**src/rtl/pc_fetch_unit.sv**
```systemverilog
// rtl/pc_fetch_unit.sv - PC register, instruction fetch handshake and IF/ID register
module pc_fetch_unit #(
  parameter logic [31:0] RESET_PC  = 32'h0000_3000,
  parameter logic [31:0] NOP_INSTR = 32'h0000_0000
) (
  input  logic        clk,
  input  logic        rst_n,
  input  logic [31:0] newPC,
  input  logic        redirect,
  input  logic        stall,
  input  logic [31:0] imem_rdata,
  input  logic        imem_ready,
  output logic        imem_req,
  output logic [31:0] imem_addr,
  output logic [31:0] oldPC,
  output logic [31:0] id_pc,
  output logic [31:0] id_instr,
  output logic        id_valid
);

  // S_HOLD means the skid buffer owns the word fetched for the current pc.
  typedef enum logic [1:0] {
    S_BOOT  = 2'd0,
    S_FETCH = 2'd1,
    S_HOLD  = 2'd2
  } state_t;

  state_t      r_state;
  state_t      w_state_nxt;
  logic [31:0] r_pc;
  logic [31:0] w_pc_nxt;
  logic [31:0] r_id_pc;
  logic [31:0] w_id_pc_nxt;
  logic [31:0] r_id_instr;
  logic [31:0] w_id_instr_nxt;
  logic        r_id_valid;
  logic        w_id_valid_nxt;
  logic [31:0] r_skid;
  logic [31:0] w_skid_nxt;
  logic        w_req;

  // State register; reset drops any in-flight access by returning to boot.
  always_ff @(posedge clk or negedge rst_n) begin
    if (!rst_n) begin
      r_state <= S_BOOT;
    end else begin
      r_state <= w_state_nxt;
    end
  end

  // PC, IF/ID and skid buffer registers.
  always_ff @(posedge clk or negedge rst_n) begin
    if (!rst_n) begin
      r_pc       <= RESET_PC;
      r_id_pc    <= 32'h0000_0000;
      r_id_instr <= NOP_INSTR;
      r_id_valid <= 1'b0;
      r_skid     <= 32'h0000_0000;
    end else begin
      r_pc       <= w_pc_nxt;
      r_id_pc    <= w_id_pc_nxt;
      r_id_instr <= w_id_instr_nxt;
      r_id_valid <= w_id_valid_nxt;
      r_skid     <= w_skid_nxt;
    end
  end

  // Next-state and datapath decode; a redirect only counts when ID is not stalled.
  always_comb begin
    w_state_nxt    = r_state;
    w_pc_nxt       = r_pc;
    w_id_pc_nxt    = r_id_pc;
    w_id_instr_nxt = r_id_instr;
    w_id_valid_nxt = r_id_valid;
    w_skid_nxt     = r_skid;
    w_req          = 1'b0;
    case (r_state)
      S_BOOT: begin
        w_state_nxt = S_FETCH;
      end
      S_FETCH: begin
        w_req = 1'b1;
        if (redirect && !stall) begin
          // Squash the sequential fetch behind the transfer; returned data is dropped.
          w_pc_nxt       = newPC;
          w_id_valid_nxt = 1'b0;
          w_id_instr_nxt = NOP_INSTR;
        end else if (stall) begin
          if (imem_ready) begin
            w_skid_nxt  = imem_rdata;
            w_state_nxt = S_HOLD;
          end
        end else if (imem_ready) begin
          w_id_instr_nxt = imem_rdata;
          w_id_pc_nxt    = r_pc;
          w_id_valid_nxt = 1'b1;
          w_pc_nxt       = newPC;
        end else begin
          w_id_valid_nxt = 1'b0;
          w_id_instr_nxt = NOP_INSTR;
        end
      end
      S_HOLD: begin
        if (redirect && !stall) begin
          w_pc_nxt       = newPC;
          w_id_valid_nxt = 1'b0;
          w_id_instr_nxt = NOP_INSTR;
          w_skid_nxt     = 32'h0000_0000;
          w_state_nxt    = S_FETCH;
        end else if (!stall) begin
          w_id_instr_nxt = r_skid;
          w_id_pc_nxt    = r_pc;
          w_id_valid_nxt = 1'b1;
          w_pc_nxt       = newPC;
          w_skid_nxt     = 32'h0000_0000;
          w_state_nxt    = S_FETCH;
        end
      end
      default: begin
        w_state_nxt = S_BOOT;
      end
    endcase
  end

  assign imem_req  = w_req;
  assign imem_addr = r_pc;
  assign oldPC     = r_pc;
  assign id_pc     = r_id_pc;
  assign id_instr  = r_id_instr;
  assign id_valid  = r_id_valid;

endmodule

```
**config.mk**
```make
export PLATFORM = sky130hd
export DESIGN_NAME = pc_fetch_unit
export DESIGN_NICKNAME = d
export VERILOG_FILES = /design/src/rtl/pc_fetch_unit.sv
export SDC_FILE = /design/constraint.sdc
export NUM_CORES = 1
export LEC_CHECK = 0
export CORE_ASPECT_RATIO = 1.4
export CORE_UTILIZATION = 40
export CTS_CLUSTER_DIAMETER = 120
export DETAILED_ROUTE_END_ITERATION = 7
export GPL_TIMING_DRIVEN = 0
export PLACE_DENSITY = 0.7
export SLEW_MARGIN = 20
export SYNTH_ARGS = -nofsm -noshare
export SYNTH_HDL_FRONTEND = slang
export SYNTH_SLANG_ARGS = --single-unit
```
**constraint.sdc**
```tcl
create_clock -name clk -period 1.7 [get_ports clk]
set_input_delay 0.17 -clock clk [delete_from_list [all_inputs] [get_ports clk]]
set_output_delay 0.17 -clock clk [all_outputs]
set_load 0.01 [all_outputs]
```
==> results.txt, run 1 <==
Status -> finished, final reports clean
Final Power -> 14.71 mW
Slowest cell on crit path -> dfrtp_2
RSZ-0062 raised after global routing -> true
Synth warn -> 0
Arrival @ worst endpoint -> 1.95 ns
CTS sink cnt -> 131
Mapped Cells -> 569
Total Wirelength -> 19.21 mm
Crit path kind -> reg -> reg
Cell variety after synth -> 34
Placer Congestion -> 0.7866
Critical Path, Cell by Cell -> nand3b_2 > a21boi_4 > buf_6 > mux2_2
Overflow after GRT -> 0
Setup Slack @ Placement -> -0.3615 ns
Final Cycle Share -> 97.90%
Dpl cell area -> 8702 um2
DR pass1 iterations -> 5
Share of cells above drive strength 1 -> 19.73%
Worst hold path class -> in -> async
Final Setup Violations -> 0
Max incr delay on CP -> 0.44 ns
CTS tree -> built
Required time of the critical path -> 1.99 ns
Routed vias -> 5818
DR iter-0 viols -> 348
Peak supply drop -> 0.7752 mV
Share of synthesized registers carrying an async set or reset -> 100.0%
Util after Layout -> 60.75%
Pwr dens -> 1545 nW/um2
DRT antenna net count -> 0
Final Cell Area -> 9523 um2
Leakage -> 4.134 nW
Total global-route track usage -> 23.54%
DP HPWL -> 13.65 mm
Max Clock Skew -> 0.01097 ns
Mapped cell area -> 6442 um2
Final hold violations -> 0
Clk buf depth -> 2
Max Fanout on Critical Path -> 10
Row count -> 54
H-tree depth -> 4
I/O Buffers -> 198
Initial Util -> 41.10%
Flops & latches, synth -> 131
Relative slew slack -> 64.69%
Worst-Skew Late Latency -> 0.41 ns
Max-cap violations -> 0
Residual DRC count -> 0
Sequential fraction of the synthesis area -> 50.92%
Critical Path Source Type -> flip-flop
Die footprint -> 16630 um2
Slack of the critical path -> 0.03578 ns
First-pass GRT wire length -> 31.07 mm
DR WL/cell -> 18.98 um
Die X -> 109.3 um
Post-Syn Nets -> 638
Initial antenna violation count -> 0
Tmin final -> 1.664 ns
Number of I/O pins -> 199
Vias in the first global route -> 6096
Clk slew on worst S/H paths -> 0.06 ns
Clock root cell -> clkbuf_16
Slew Viols, Final -> 0
Endpoint class of the critical path -> flip-flop
Ys flop type -> dfrtp_1
Nets -> 872
Mean post-synth cell area -> 11.32 um2
Worst slew pin tran -> 0.5297 ns
Number of synthesized flops with an enable pin -> 0
Largest net degree at the start of global routing -> 90
Vias per cell -> 5.749
Chip height -> 152.2 um
CORE AREA -> 15680 um2
Clock buffer count from CTS -> 17
Area growth syn-to-layout -> 47.82%
Ant. Diodes -> 0
Fmax achieved -> 600.9 MHz
## routing by layer
layer,wire [um],vias to the layer above,track usage (%),part of all wire (%)
li1,-,2619,-,-
met1,7810,2923,28.48,41
met2,9922,245,40.43,52
met3,1089,31,5.646,5.7
met4,388,0,7.937,2.0
met5,0,-,0,0
## cells in the mapped netlist (2+ instances only)
| cell type | instances | area [um2] |
|---|---|---|
| dfstp_2 | 2 | 52.55 |
| and2_1 | 32 | 200.2 |
| nand3_1 | 32 | 160.2 |
| a22o_1 | 34 | 297.8 |
| nand4_1 | 32 | 200.2 |
| nor2_1 | 2 | 7.510 |
| dfrtp_1 | 129 | 3228 |
| buf_6 | 3 | 33.78 |
| clkbuf_1 | 25 | 93.84 |
| a31oi_1 | 64 | 400.4 |
| and3b_1 | 32 | 280.3 |
| o2bb2ai_1 | 32 | 280.3 |
| o211ai_1 | 32 | 240.2 |
| nor2b_1 | 2 | 12.51 |
| buf_2 | 27 | 135.1 |
| mux2_1 | 18 | 202.7 |
| mux2_2 | 14 | 157.7 |
| buf_4 | 41 | 307.8 |
## final timing paths
path	startpoint	to	slack, ns	depth (start not counted)
setup / recovery	r_state[1]	id_pc[28]	0.04	4
hold / removal	rst_n	id_pc[11]	0.23	2
setup reg to reg	r_state[1]	id_pc[28]	0.04	4
hold reg to reg	id_pc[14]	id_pc[14]	0.48	1
max in group asynchronous	rst_n	id_instr[30]	0.70	3
min in group clk	newPC[12]	imem_addr[12]	0.37	3
## metrics by stage
step | hold slack [ns] | instances | TNS, ns
final | 0.2303 | 1012 | 0
after global routing | 0.2664 | 1012 | -0.08424
after CTS | 0.2393 | 1001 | 0
after detailed placement | 0.08113 | 964 | -16.48
after global placement | 0.4687 | 963 | -616.81
after floorplan | -0.1256 | 569 | 0
## where the power goes
| part | total (mW) | internal (mW) | switching (mW) | leakage (nW) |
|---|---|---|---|---|
| combinational | 5.78 | 3.53 | 2.25 | 2.22 |
| clock | 3.92 | 2.54 | 1.38 | 0.314 |
| sequential | 5.01 | 4.20 | 0.810 | 1.60 |
## placed cells by master, fill, tap and decap left out, types with 11 or more instances in the layout
cell type / count
clkbuf_1: 20
nand3_1: 32
a31oi_1: 64
a22o_1: 34
buf_4: 56
clkbuf_16: 17
clkdlybuf4s50_1: 190
and3b_1: 32
o211ai_1: 32
dfrtp_1: 118
buf_2: 23
mux2_2: 14
and2_1: 32
mux2_1: 18
nand4_1: 32
dfrtp_2: 11
o2bb2ai_1: 32
## repair_timing
action                                  4_1_cts  5_1_grt
hold buffers                                  1        0
gates resized for setup                      14       29
endpoints found under the setup margin       34       99
pin swaps                                     1        1
endpoints found under the hold margin        42        0
setup buffers                                 4       11
## registers in the layout (all words and copies together), names as in the netlist
| register | cells |
|---|---|
| id_instr | 32 |
| id_pc | 32 |
| id_valid | 1 |
| imem_addr | 32 |
| r_skid | 32 |
| r_state | 2 |
## cells by family (layout without fill, tap and decap cells)
kind of cell,Yosys count,in the layout,synth area share [%]
compound gates,170,170,20.31
flops,131,131,50.92
mux,32,32,5.593
simple gates,138,138,14.20
buf+inv,98,345,8.973
## worst max-delay path, delay by kind of cell (launching register included)
family | cells | cell delay [ns]
DFF | 1 | 0.44
muxes | 1 | 0.35
AOI/OAI and AO/OA | 1 | 0.30
and+or+nand+nor | 1 | 0.26
buffers and inverters | 1 | 0.20
## cell type report
| cell class | count | area, um2 |
|---|---|---|
| buffer | 96 | 601.8 |
| clock buffer | 20 | 456.7 |
| clock inverter | 12 | 178.9 |
| fill | 1309 | 6152 |
| inverter | 2 | 12.51 |
| multi-input combinational | 340 | 2591 |
| sequential | 131 | 3294 |
| tap | 196 | 245.2 |
| timing repair buffer | 215 | 2142 |
Note: power is estimated with default switching activity, not from simulation.
==> run 2, diff against run 1 <==
--- a/config.mk
+++ b/config.mk
@@ -15,3 +15,4 @@
 export SYNTH_ARGS = -nofsm -noshare
 export SYNTH_HDL_FRONTEND = slang
 export SYNTH_SLANG_ARGS = --single-unit
+export TNS_END_PERCENT = 50
==> run 2 against run 1 <==
Effect of this change:
- core utilization down 0.80 points
- first-iteration DRC count down 2.9%
- clock power about the same
- sequential power about the same
- final cell count fell by 1.1%
- critical path depth increased by 1
- clock skew barely moved
- worst hold slack gained 0.0024 ns
- global-route usage stayed put
- combinational power down 4.0%
- die area did not move
- flip-flop and latch count is the same
- largest power group unchanged
==> results.txt, run 2 (synthesized netlist as in run 1, its figures left out) <==
Fmax achieved -> 601.8 MHz
Max Clock Skew -> 0.01073 ns
Reg-to-reg startpoint -> r_state[0]
First-pass GRT wire length -> 31.07 mm
Seq pwr share -> 34.7%
Met1 usage -> 28.48%
CTS tree -> built
Leakage -> 4.072 nW
Status -> finished, final reports clean
Met3 usage -> 5.646%
Slowest cell on crit path -> dfrtp_1
Worst slew pin tran -> 0.5201 ns
Crit path launch -> r_state[0]
Max-cap violations -> 0
Final Cycle Share -> 97.74%
I/O Buffers -> 198
Required time of the critical path -> 1.98 ns
RSZ-0062 raised after global routing -> true
Max incr delay on CP -> 0.40 ns
Comb power frac -> 38.3%
Initial antenna violation count -> 0
DR WL/cell -> 19.00 um
Placed Cells incl. Taps -> 964
Clock root cell -> clkbuf_16
Sw Share -> 30.31%
Final Non-Filler Cells -> 1001
Peak supply drop -> 0.7516 mV
Pwr dens -> 1543 nW/um2
GR peak layer -> met2
Slew Viols, Final -> 0
Net switching power figure -> 4.396 mW
Ant. Diodes -> 0
Relative slew slack -> 65.33%
Final Setup Violations -> 0
Chip height -> 152.2 um
Max Fanout on Critical Path -> 10
DR iter-0 viols -> 338
Crit path kind -> reg -> reg
Final Hold Slack -> 0.2328 ns
Slack of the critical path -> 0.03845 ns
Largest net degree at the start of global routing -> 90
Cell family with the largest share of critical-path delay -> flip-flops
Vias in the first global route -> 6096
Worst hold path class -> in -> async
Critical Path Source Type -> flip-flop
Clk slew on worst S/H paths -> 0.06 ns
GR Util met2 -> 40.43%
Internal power -> 10.10 mW
Die X -> 109.3 um
Overflow after GRT -> 0
Critical Path, Cell by Cell -> buf_4 > nand2b_4 > a21boi_4 > buf_6 > mux2_1
Clock buffer count from CTS -> 17
CTS sink cnt -> 131
Nets -> 861
Most common cell after layout, fill and taps aside -> clkdlybuf4s50_1
DRT antenna net count -> 0
Setup TNS -> 0 ns
Share of cells above drive strength 1 -> 20.12%
Worst-Skew Late Latency -> 0.41 ns
CORE AREA -> 15680 um2
Total global-route track usage -> 23.54%
DR pass1 iterations -> 5
Clock power share -> 27.0%
H-tree depth -> 4
WP buf/inv -> 2
Initial Util -> 41.10%
Die footprint -> 16630 um2
Routed vias -> 5838
Total Wirelength -> 19.02 mm
Number of I/O pins -> 199
Residual DRC count -> 0
Arrival @ worst endpoint -> 1.95 ns
Endpoint class of the critical path -> flip-flop
Fillers -> 1315
Area growth syn-to-layout -> 45.87%
Vias per cell -> 5.832
Most frequent cells in the layout -> clkdlybuf4s50_1 (180), dfrtp_1 (118), a31oi_1 (64)
Setup Slack @ Placement -> -0.3615 ns
DP HPWL -> 13.65 mm
Placer Congestion -> 0.7866
Row count -> 54
Tmin final -> 1.662 ns
Final hold violations -> 0
Clk buf depth -> 2
Util after Layout -> 59.95%
-- run 2: area by class of cell --
cell class / count / area (um2) / share of cell area (%)
flip-flops and latches: 131 / 3294 / 35.06
multi-input cells: 340 / 2591 / 27.57
repair buffers: 204 / 2024 / 21.54
plain buffers: 96 / 594.3 / 6.324
clock buffers: 20 / 456.7 / 4.860
well taps: 196 / 245.2 / 2.610
clock inverters: 12 / 178.9 / 1.904
inverters: 2 / 12.51 / 0.1331
-- run 2: per-stage QoR --
stage,cell area [um2],power (mW)
6_report,9398,14.50
5_1_grt,9398,15.31
4_1_cts,9388,14.65
3_5_place_dp,8702,10.65
3_3_place_gp,8670,10.40
2_1_floorplan,6442,7.490
-- run 2: power groups by stage --
| stage | clock [mW] | sequential [mW] | combinational (mW) |
|---|---|---|---|
| CTS | 3.99 | 5.02 | 5.64 |
| finish | 3.91 | 5.03 | 5.55 |
| global route | 4.15 | 5.20 | 5.96 |
| detailed placement | 0 | 5.06 | 5.60 |
| global placement | 0 | 4.98 | 5.42 |
| floorplan | 0 | 5.24 | 2.25 |
-- run 2: worst reg2reg max path, stage by stage (launching register included) --
cell and delay, ns:
dfrtp_1 0.40, buf_4 0.19, nand2b_4 0.16, a21boi_4 0.25
buf_6 0.20, mux2_1 0.35
-- run 2: routing by layer --
layer | part of all wire (%) | vias up
met2 | 52 | 265
met3 | 6.0 | 40
met4 | 2.3 | 0
li1 | - | 2606
met5 | 0 | -
met1 | 40 | 2927
-- run 2: path summary, 6_finish.rpt --
check	cells after the start	slack (ns)	end
max	5	0.04	id_pc[19]
min	2	0.23	id_pc[11]
max reg2reg	5	0.04	id_pc[19]
min reg2reg	1	0.48	id_pc[14]
max in group asynchronous	3	0.70	id_instr[27]
min in group clk	3	0.39	imem_addr[12]
-- run 2: timing repair --
item | CTS | global route
hold endpoints to repair | 42 | 0
buffers inserted | 4 | 0
pin swaps | 1 | 1
resized for setup | 14 | 37
endpoints found under the setup margin | 34 | 99
hold buffers | 1 | 0
==> run 3, diff against run 2 <==
--- a/config.mk
+++ b/config.mk
@@ -11,6 +11,7 @@
 export DETAILED_ROUTE_END_ITERATION = 7
 export GPL_TIMING_DRIVEN = 0
 export PLACE_DENSITY = 0.7
+export SKIP_LAST_GASP = 1
 export SLEW_MARGIN = 20
 export SYNTH_ARGS = -nofsm -noshare
 export SYNTH_HDL_FRONTEND = slang
==> run 3 against run 2 <==
Effect of this change:
- worst hold slack about the same
- total power up 0.22%
- wire length up 0.27%
- count of clock-buffer cells in the layout unchanged
- critical path type unchanged
==> results.txt, run 3 (synthesized netlist as in run 1, its figures left out) <==
Clock root cell -> clkbuf_16
Crit path kind -> reg -> reg
Seq pwr share -> 34.5%
Slowest cell on crit path -> dfrtp_1
Reg area -> 3282 um2
Initial Util -> 41.10%
Worst hold path class -> in -> async
Setup Slack @ Placement -> -0.3615 ns
Vias in the first global route -> 6096
WP buf/inv -> 2
Worst r2r path cells -> 5
Most frequent cells in the layout -> clkdlybuf4s50_1 (193), dfrtp_1 (128), a31oi_1 (64)
Slack of the critical path -> 0.01198 ns
Area growth syn-to-layout -> 46.05%
CTS sink cnt -> 131
DR iter-0 viols -> 329
Final Power -> 14.53 mW
Cell family with the largest share of critical-path delay -> flip-flops
Final hold violations -> 0
Final Hold Slack -> 0.2328 ns
Setup TNS -> 0 ns
Comb power frac -> 38.5%
Clock power share -> 26.9%
Multi-input gate area -> 2591 um2
Overflow after GRT -> 0
Die footprint -> 16630 um2
Largest net degree at the start of global routing -> 90
DR WL/cell -> 19.06 um
Net switching power figure -> 4.400 mW
Dpl cell area -> 8702 um2
Peak supply drop -> 0.7673 mV
Relative slew slack -> 65.72%
Tmin final -> 1.688 ns
Clk slew on worst S/H paths -> 0.06 ns
Internal power -> 10.13 mW
Leakage -> 4.063 nW
Fillers -> 1319
Max Fanout on Critical Path -> 10
Final Setup Violations -> 0
Chip height -> 152.2 um
Placer Congestion -> 0.7866
Initial antenna violation count -> 0
Most common cell after layout, fill and taps aside -> clkdlybuf4s50_1
First-pass GRT wire length -> 31.08 mm
Total Wirelength -> 19.08 mm
Final Cell Area -> 9409 um2
Final Cycle Share -> 99.30%
Clock buffer count from CTS -> 17
Worst-Skew Late Latency -> 0.41 ns
Number of I/O pins -> 199
Ant. Diodes -> 0
Fmax achieved -> 592.4 MHz
Die X -> 109.3 um
Share of cells above drive strength 1 -> 17.39%
Total global-route track usage -> 23.55%
I/O Buffers -> 198
Slew Viols, Final -> 0
Max incr delay on CP -> 0.41 ns
Row count -> 54
Required time of the critical path -> 1.98 ns
Sw Share -> 30.28%
Vias per cell -> 5.798
Critical Path Source Type -> flip-flop
Critical Path, Cell by Cell -> buf_4 > nand2b_4 > a21boi_4 > buf_6 > mux2_1
Residual DRC count -> 0
Worst slew pin tran -> 0.5142 ns
DR pass1 iterations -> 5
Endpoint class of the critical path -> flip-flop
DP HPWL -> 13.65 mm
Arrival @ worst endpoint -> 1.97 ns
H-tree depth -> 4
WP depth -> 5
Max-cap violations -> 0
CORE AREA -> 15680 um2
Pwr dens -> 1544 nW/um2
Status -> finished, final reports clean
CTS tree -> built
Clk buf depth -> 2
Nets -> 861
RSZ-0062 raised after global routing -> true
DRT antenna net count -> 0
Routed vias -> 5804
Max Clock Skew -> 0.01073 ns
[run 3: path summary, 6_finish.rpt]
path | to | from | slack, ns
worst max-delay path | id_pc[19] | r_state[0] | 0.01
worst min-delay path | id_pc[11] | rst_n | 0.23
worst max register to register | id_pc[19] | r_state[0] | 0.01
worst min register to register | id_pc[14] | id_pc[14] | 0.48
max in group asynchronous | id_instr[30] | rst_n | 0.70
min in group clk | imem_addr[16] | newPC[16] | 0.39
[run 3: power groups by stage]
stage	Clock (mW)	Combinational (mW)	Sequential, mW
4_1_cts	3.99	5.64	5.02
5_1_grt	4.15	6.01	5.18
2_1_floorplan	0	2.25	5.24
3_3_place_gp	0	5.42	4.98
6_report	3.92	5.60	5.02
3_5_place_dp	0	5.60	5.06
[run 3: layer usage]
metal / up-vias / global-route usage [%] / part of all wire (%)
met4: 0 / 7.937 / 2.0
met1: 2941 / 28.50 / 40
met2: 229 / 40.43 / 51
met3: 32 / 5.646 / 6.2
met5: - / 0 / 0
li1: 2602 / - / -
[run 3: what timing repair did]
action,4_1_cts,5_1_grt
gates resized for setup,10,19
endpoints found under the setup margin,34,110
hold buffers,1,0
buffers inserted,4,0
pin swaps,1,0
endpoints found under the hold margin,42,0
[run 3: layout make-up]
| type | count | share of cell area (%) |
|---|---|---|
| Sequential cell | 131 | 34.88 |
| Multi-Input combinational cell | 340 | 27.54 |
| Timing Repair Buffer | 204 | 21.78 |
| Buffer | 96 | 6.303 |
| Clock buffer | 20 | 4.854 |
| Tap cell | 196 | 2.606 |
| Clock inverter | 12 | 1.902 |
| Inverter | 2 | 0.1330 |
[run 3: through the flow]
stage	std cells	utilization, %
3_3_place_gp	963	55.31
2_1_floorplan	569	-
3_5_place_dp	964	55.52
5_1_grt	1001	60.03
6_report	1001	60.03
4_1_cts	1001	59.90
